## src/rtl/fetch_ctrl.sv

```systemverilog
// Instruction fetch controller: issues imem reads from the PC counter, buffers responses
// in a DEPTH-entry FIFO, and flushes on redirect. Define FETCH_CTRL_BYPASS_EN for same-cycle bypass.
module fetch_ctrl #(
    parameter int PC_WIDTH    = 32,
    parameter int INSTR_WIDTH = 32,
    parameter int DEPTH       = 4
) (
    input  logic                   clk,
    input  logic                   rst,
    input  logic [PC_WIDTH-1:0]    pc,
    output logic                   pc_override,
    output logic [PC_WIDTH-1:0]    pc_in,
    output logic                   imem_req,
    output logic [PC_WIDTH-1:0]    imem_addr,
    input  logic [INSTR_WIDTH-1:0] imem_rdata,
    input  logic                   redirect_valid,
    input  logic [PC_WIDTH-1:0]    redirect_pc,
    output logic                   out_valid,
    input  logic                   out_ready,
    output logic [PC_WIDTH-1:0]    out_pc,
    output logic [INSTR_WIDTH-1:0] out_instr
);

    localparam int PTR_W = $clog2(DEPTH);
    localparam int CNT_W = $clog2(DEPTH + 1);
    localparam logic [CNT_W:0] DEPTH_C = (CNT_W + 1)'(DEPTH);

    logic [PTR_W-1:0]       rd_ptr;
    logic [PTR_W-1:0]       wr_ptr;
    logic [CNT_W-1:0]       count;
    logic                   inflight;
    logic [PC_WIDTH-1:0]    tag_pc;
    logic [PC_WIDTH-1:0]    mem_pc    [DEPTH];
    logic [INSTR_WIDTH-1:0] mem_instr [DEPTH];

    logic           issue;
    logic           push;
    logic           pop;
    logic           bypass_take;
    logic           fifo_wr;
    logic           fifo_rd;
    logic           not_empty;
    logic [CNT_W:0] occupancy;

    always_comb begin
        not_empty = (count != '0);
        occupancy = {1'b0, count} + {{CNT_W{1'b0}}, inflight};
        // Reset gates issue so the strobe stays low while rst is held.
        issue     = rst && !redirect_valid && (occupancy < DEPTH_C);
        push      = inflight && !redirect_valid;
`ifdef FETCH_CTRL_BYPASS_EN
        out_valid   = not_empty || push;
        out_pc      = not_empty ? mem_pc[rd_ptr]    : tag_pc;
        out_instr   = not_empty ? mem_instr[rd_ptr] : imem_rdata;
        bypass_take = push && !not_empty && out_ready;
`else
        out_valid   = not_empty;
        out_pc      = mem_pc[rd_ptr];
        out_instr   = mem_instr[rd_ptr];
        bypass_take = 1'b0;
`endif
        pop         = out_valid && out_ready && !redirect_valid;
        fifo_wr     = push && !bypass_take;
        fifo_rd     = pop && not_empty;
        imem_req    = issue;
        imem_addr   = pc;
        pc_override = redirect_valid || !issue;
        pc_in       = redirect_valid ? redirect_pc : pc;
    end

    always_ff @(posedge clk or negedge rst) begin
        if (!rst) begin
            rd_ptr   <= '0;
            wr_ptr   <= '0;
            count    <= '0;
            inflight <= 1'b0;
            tag_pc   <= '0;
        end else begin
            inflight <= issue;
            tag_pc   <= pc;
            if (redirect_valid) begin
                rd_ptr <= '0;
                wr_ptr <= '0;
                count  <= '0;
            end else begin
                if (fifo_wr) wr_ptr <= wr_ptr + 1'b1;
                if (fifo_rd) rd_ptr <= rd_ptr + 1'b1;
                case ({fifo_wr, fifo_rd})
                    2'b10:   count <= count + 1'b1;
                    2'b01:   count <= count - 1'b1;
                    default: count <= count;
                endcase
            end
        end
    end

    always_ff @(posedge clk) begin
        if (fifo_wr) begin
            mem_pc[wr_ptr]    <= tag_pc;
            mem_instr[wr_ptr] <= imem_rdata;
        end
    end

endmodule

```

## config.mk

```make
export PLATFORM = sky130hd
export DESIGN_NAME = fetch_ctrl
export DESIGN_NICKNAME = d
export VERILOG_FILES = /design/src/rtl/fetch_ctrl.sv
export SDC_FILE = /design/constraint.sdc
export NUM_CORES = 1
export LEC_CHECK = 0
export ABC_AREA = 1
export CAP_MARGIN = 10
export CELL_PAD_IN_SITES_DETAIL_PLACEMENT = 0
export CELL_PAD_IN_SITES_GLOBAL_PLACEMENT = 1
export CORE_UTILIZATION = 41
export DETAILED_ROUTE_END_ITERATION = 8
export PLACE_DENSITY = 0.88
export SLEW_MARGIN = 40
export SYNTH_ARGS = -nofsm -noshare
export SYNTH_HDL_FRONTEND = slang
export SYNTH_SLANG_ARGS = --single-unit
export TNS_END_PERCENT = 100
```

## constraint.sdc

```tcl
create_clock -name clk -period 4.85 [get_ports clk]
set_input_delay 1.2125 -clock clk [delete_from_list [all_inputs] [get_ports clk]]
set_output_delay 1.2125 -clock clk [all_outputs]
set_load 0.02 [all_outputs]
```

# Yosys cells after proc, flatten, opt, wreduce, memory -nomap -nowiden
# Memories as Yosys holds them, arrays and structs flattened.
# Cells that the tools add are included.
# op_classes
n_lt_le_gt_ge,1
addsub,5
n_reduce_logical,13
muxes,9
n_eq_ne,2
# ops
operator,count
2-to-1 mux 32 bit,1
2-to-1 mux 2 bit,4
logical AND 1 bit,6
one-hot mux 3 bit (2 select lines),1
nonzero test 3 bit,2
adder 2 x 1 -> 2 bit (second input constant),2
adder 3 x 1 -> 4 bit,1
less-than comparator 4 x 3 -> 1 bit (second input constant),1
nonzero test 2 bit,2
adder 3 x 1 -> 3 bit (second input constant),1
2-to-1 mux 3 bit,1
subtractor 3 x 1 -> 3 bit (second input constant),1
== test 2 x 1 -> 1 bit (second input constant),1
== test 2 bit (second input constant),1
zero test 1 bit,2
2-to-1 mux 1 bit,2
logical OR 1 bit,1
# totals
n_memories,2
mem_bits_rw,256
ff_bits,40
inputBits,100
out_inout_bits,131
# memory_table
name,words,word_bits,rd,rd_clocked_by_memory_dff,write_ports,line,rtl
mem_instr,4,32,1,0,1,34,logic [INSTR_WIDTH-1:0] mem_instr [DEPTH];
mem_pc,4,32,1,0,1,33,logic [PC_WIDTH-1:0] mem_pc [DEPTH];

# Logic depth before layout (Yosys ltp)
# logic_depth
word_depth,7
ltp_mapped,11
depth_no_buf,11

# Worst setup path before layout
# OpenSTA, ideal clock, no wires.
# synth_path
path_kind,input -> register
start,input redirect_valid
end,memory mem_instr[0][0] (enable)
required_ns,4.364
arrival_time_ns,4.097
path_stages,3
path_slack_ns,0.267
path_cell_list,inv_2 > nand2_2 > nor2_1
# synth_via
elab_chain_cells,4
# synth_lines
item,line,rtl
start: declaration,16,"input logic redirect_valid,"
zero test 1 bit,50,push = inflight && !redirect_valid;
logical AND 1 bit,50,
2-to-1 mux 1 bit,98,if (fifo_wr) begin
2-to-1 mux 1 bit (not written as such),100,mem_instr[wr_ptr] <= imem_rdata;
end: declaration,34,
# Every way passes these cells.

# Final worst setup path
# layout_path
start,register rd_ptr[0]
end,output out_pc[14]
# layout_via
elab_chain_cells,1
# layout_lines
item,line,rtl
start: declaration,28,logic [PTR_W-1:0] rd_ptr;
start signal: assignment,87,if (fifo_rd) rd_ptr <= rd_ptr + 1'b1;
memory read (4 x 32 bit),--,
end: declaration,20,"output logic [PC_WIDTH-1:0] out_pc,"
# Every way passes these cells.

==> qor.txt <==
Number of DRC markers in iteration 0: 595
Fin Clk Skew: 0.00850 ns
Post-place instance area: 13800 um^2
Worst setup path endpoint: out_pc[14]
H-tree depth: 1
HP Class: reg2reg
Area growth, synth to finish: 31.0%
Core ar.: 27200 um^2
Starting Density: 42.0%
Final Critical Period: 4.47 ns
Fraction of layout cells with a size suffix above 1: 7.64%
Vias: 7131
GRT overflow: 0
Worst reg-to-reg path cell count: 5
Cell Area, Synth: 11400 um^2
Power Dens Cells: 407 nW/um^2
CTS max path bufs: 3
Register area share after synthesis: 76.0%
Normalized max-slew margin: 51.4%
Commonest cells after routing, fill and taps aside: edfxtp_1, clkdlybuf4s50_1, nor2_1
Critical path launch point: rd_ptr[0]
Detailed Place HPWL: 14.3 mm
Root buf cell: clkbuf_16
Area leader, netlist: edfxtp_1
Most common cell after layout, fill and taps aside: edfxtp_1
Final ANT Viol Nets: 0
Cell variety after synth: 26
GP Congestion: 0.701
Nets: 1155
Internal reg-to-reg setup slack: 2.71 ns
Die area: 28500 um^2
Mapped Nets: 960
Ys Warns: 0
Final setup margin: 0.379 ns
Crit. End Element: output pin
Max Clock Freq: 224 MHz
Unrepaired setup endpoints after global routing: no
WP data required: 3.64 ns
DIE WIDTH: 169 um
Lkg Pwr: 5.33 nW
DRC Markers: 0
Maximum vdd drop: 202 uV
Yosys top cell area share: 67.3%
Run status: finished clean
Initial antenna violation count: 0
WL per Instance: 16.8 um
First-pass GRT wire length: 38.1 mm
CTS tree: done
Final setup viols: 0
Die Ht: 169 um
WP data arrival: 3.26 ns
Largest cells by area after synthesis: edfxtp_1, dfrtp_1, o21ai_0
All-Layer GR Usage: 17.1%
Largest net degree at the start of global routing: 75
Vias in the first global route: 7171
# diodes: 0
# IOs: 231
Period utilization: 92.2%
Transition time of the tightest slew-check pin: 0.729 ns
Critical path type: reg2out
Drt first pass iters: 5
Pre-CTS setup slack: 0.866 ns
Hold-fix buffers, CTS: 0
Vias per inst: 4.93
Max-slew violations: 0
Critical Path Fanout Max: 74
Startpoint types: register
Final instance area: 15000 um^2
FF-to-FF End: rd_ptr[0]
Num CTS Buffers: 30
Post-CTS Setup Inserts: 0
Synth Instances: 855
Clk_lat worst skew: 0.54 ns
Setup TNS: 0 ns
Avg Inst Size Synth: 13.4 um^2
Site Rows: 60
Final core utilization: 55.1%
Clk pin slew, worst setup/hold paths: 0.06 ns
Count of buffers from port buffering: 230
Routed WL: 24.3 mm
Seq cells post-synth: 296
CTS Sinks: 296
Reg2reg start: rd_ptr[0]
WHS: 0.486 ns
Max Cap Viol: 0
CTS resizes: 0
Fin. Hold Viols: 0
[per-stage QoR]
stage	instances	power, mW
2_1_floorplan	855	3.28
3_3_place_gp	1390	3.63
3_5_place_dp	1390	3.64
4_1_cts	1446	6.15
5_1_grt	1446	6.30
6_report	1446	6.09
[worst min-delay path by stage]
stage	from	slack (ns)	to	cells after the start
CTS	tag_pc[21]	0.48	mem_pc[0][21]	0
detailed placement	tag_pc[23]	0.47	mem_pc[0][23]	0
global route	tag_pc[21]	0.49	mem_pc[0][21]	0
floorplan	tag_pc[0]	0.45	mem_pc[0][0]	0
global placement	tag_pc[6]	0.46	mem_pc[0][6]	0
finish	tag_pc[9]	0.49	mem_pc[0][9]	0
[state kept, by name (all words and copies together) (netlist names)]
signal / count
wr_ptr: 2
count: 3
tag_pc: 32
mem_instr: 128
mem_pc: 128
rd_ptr: 2
inflight: 1
[routing by layer]
layer	wire, um	part of all wire, %	track usage (%)
met1	10300	42	21.6
met3	1380	5.7	3.46
met5	0	0	0
met2	12200	50	29.8
met4	421	1.7	4.94
[cell type report]
class	count	area (um^2)
fillers	2237	12200
flip-flops and latches	296	8690
repair buffers	244	2450
multi-input cells	462	2180
clock buffers	41	873
well taps	372	465
clock inverters	15	246
inverters	16	62.6
[power by group]
part	internal (mW)	switching, mW
combinational	0.319	0.400
clock	1.58	0.927
sequential	2.82	0.0408
total	4.72	1.37
[worst max-delay path, cell delays in order (launching register included)]
cell and delay [ns]:
dfrtp_4 0.69, inv_4 0.54, buf_12 0.33, o21ai_0 0.15
o22ai_1 0.19, clkdlybuf4s50_1 0.66
[synth_stat cells]
master / n
inv_2: 1
fa_1: 1
buf_4: 38
buf_6: 10
clkbuf_1: 31
xnor2_1: 1
a21oi_1: 1
nor2_2: 1
ha_1: 4
inv_4: 1
nand3_2: 1
nor3_2: 1
dfrtp_1: 40
o21ai_0: 108
nor2_4: 1
o22ai_1: 64
inv_1: 14
nand4_1: 1
nor2_1: 135
nand2_2: 2
o21ai_1: 24
nand2_1: 115
nand3_1: 2
buf_2: 1
clkbuf_2: 1
edfxtp_1: 256
[kinds of logic (layout without fill, tap and decap cells)]
kind of cell / Yosys count / in the layout / synth area share [%]
flip-flops: 296 / 296 / 76.0
AND/OR/NAND/NOR: 259 / 259 / 8.79
AO/OA/AOI/OAI: 197 / 197 / 9.33
buffers and inverters: 97 / 316 / 5.14
adder cells (fa/ha/maj): 5 / 5 / 0.613
XOR/XNOR: 1 / 1 / 0.0767
Power figures use the tool's default switching activity.
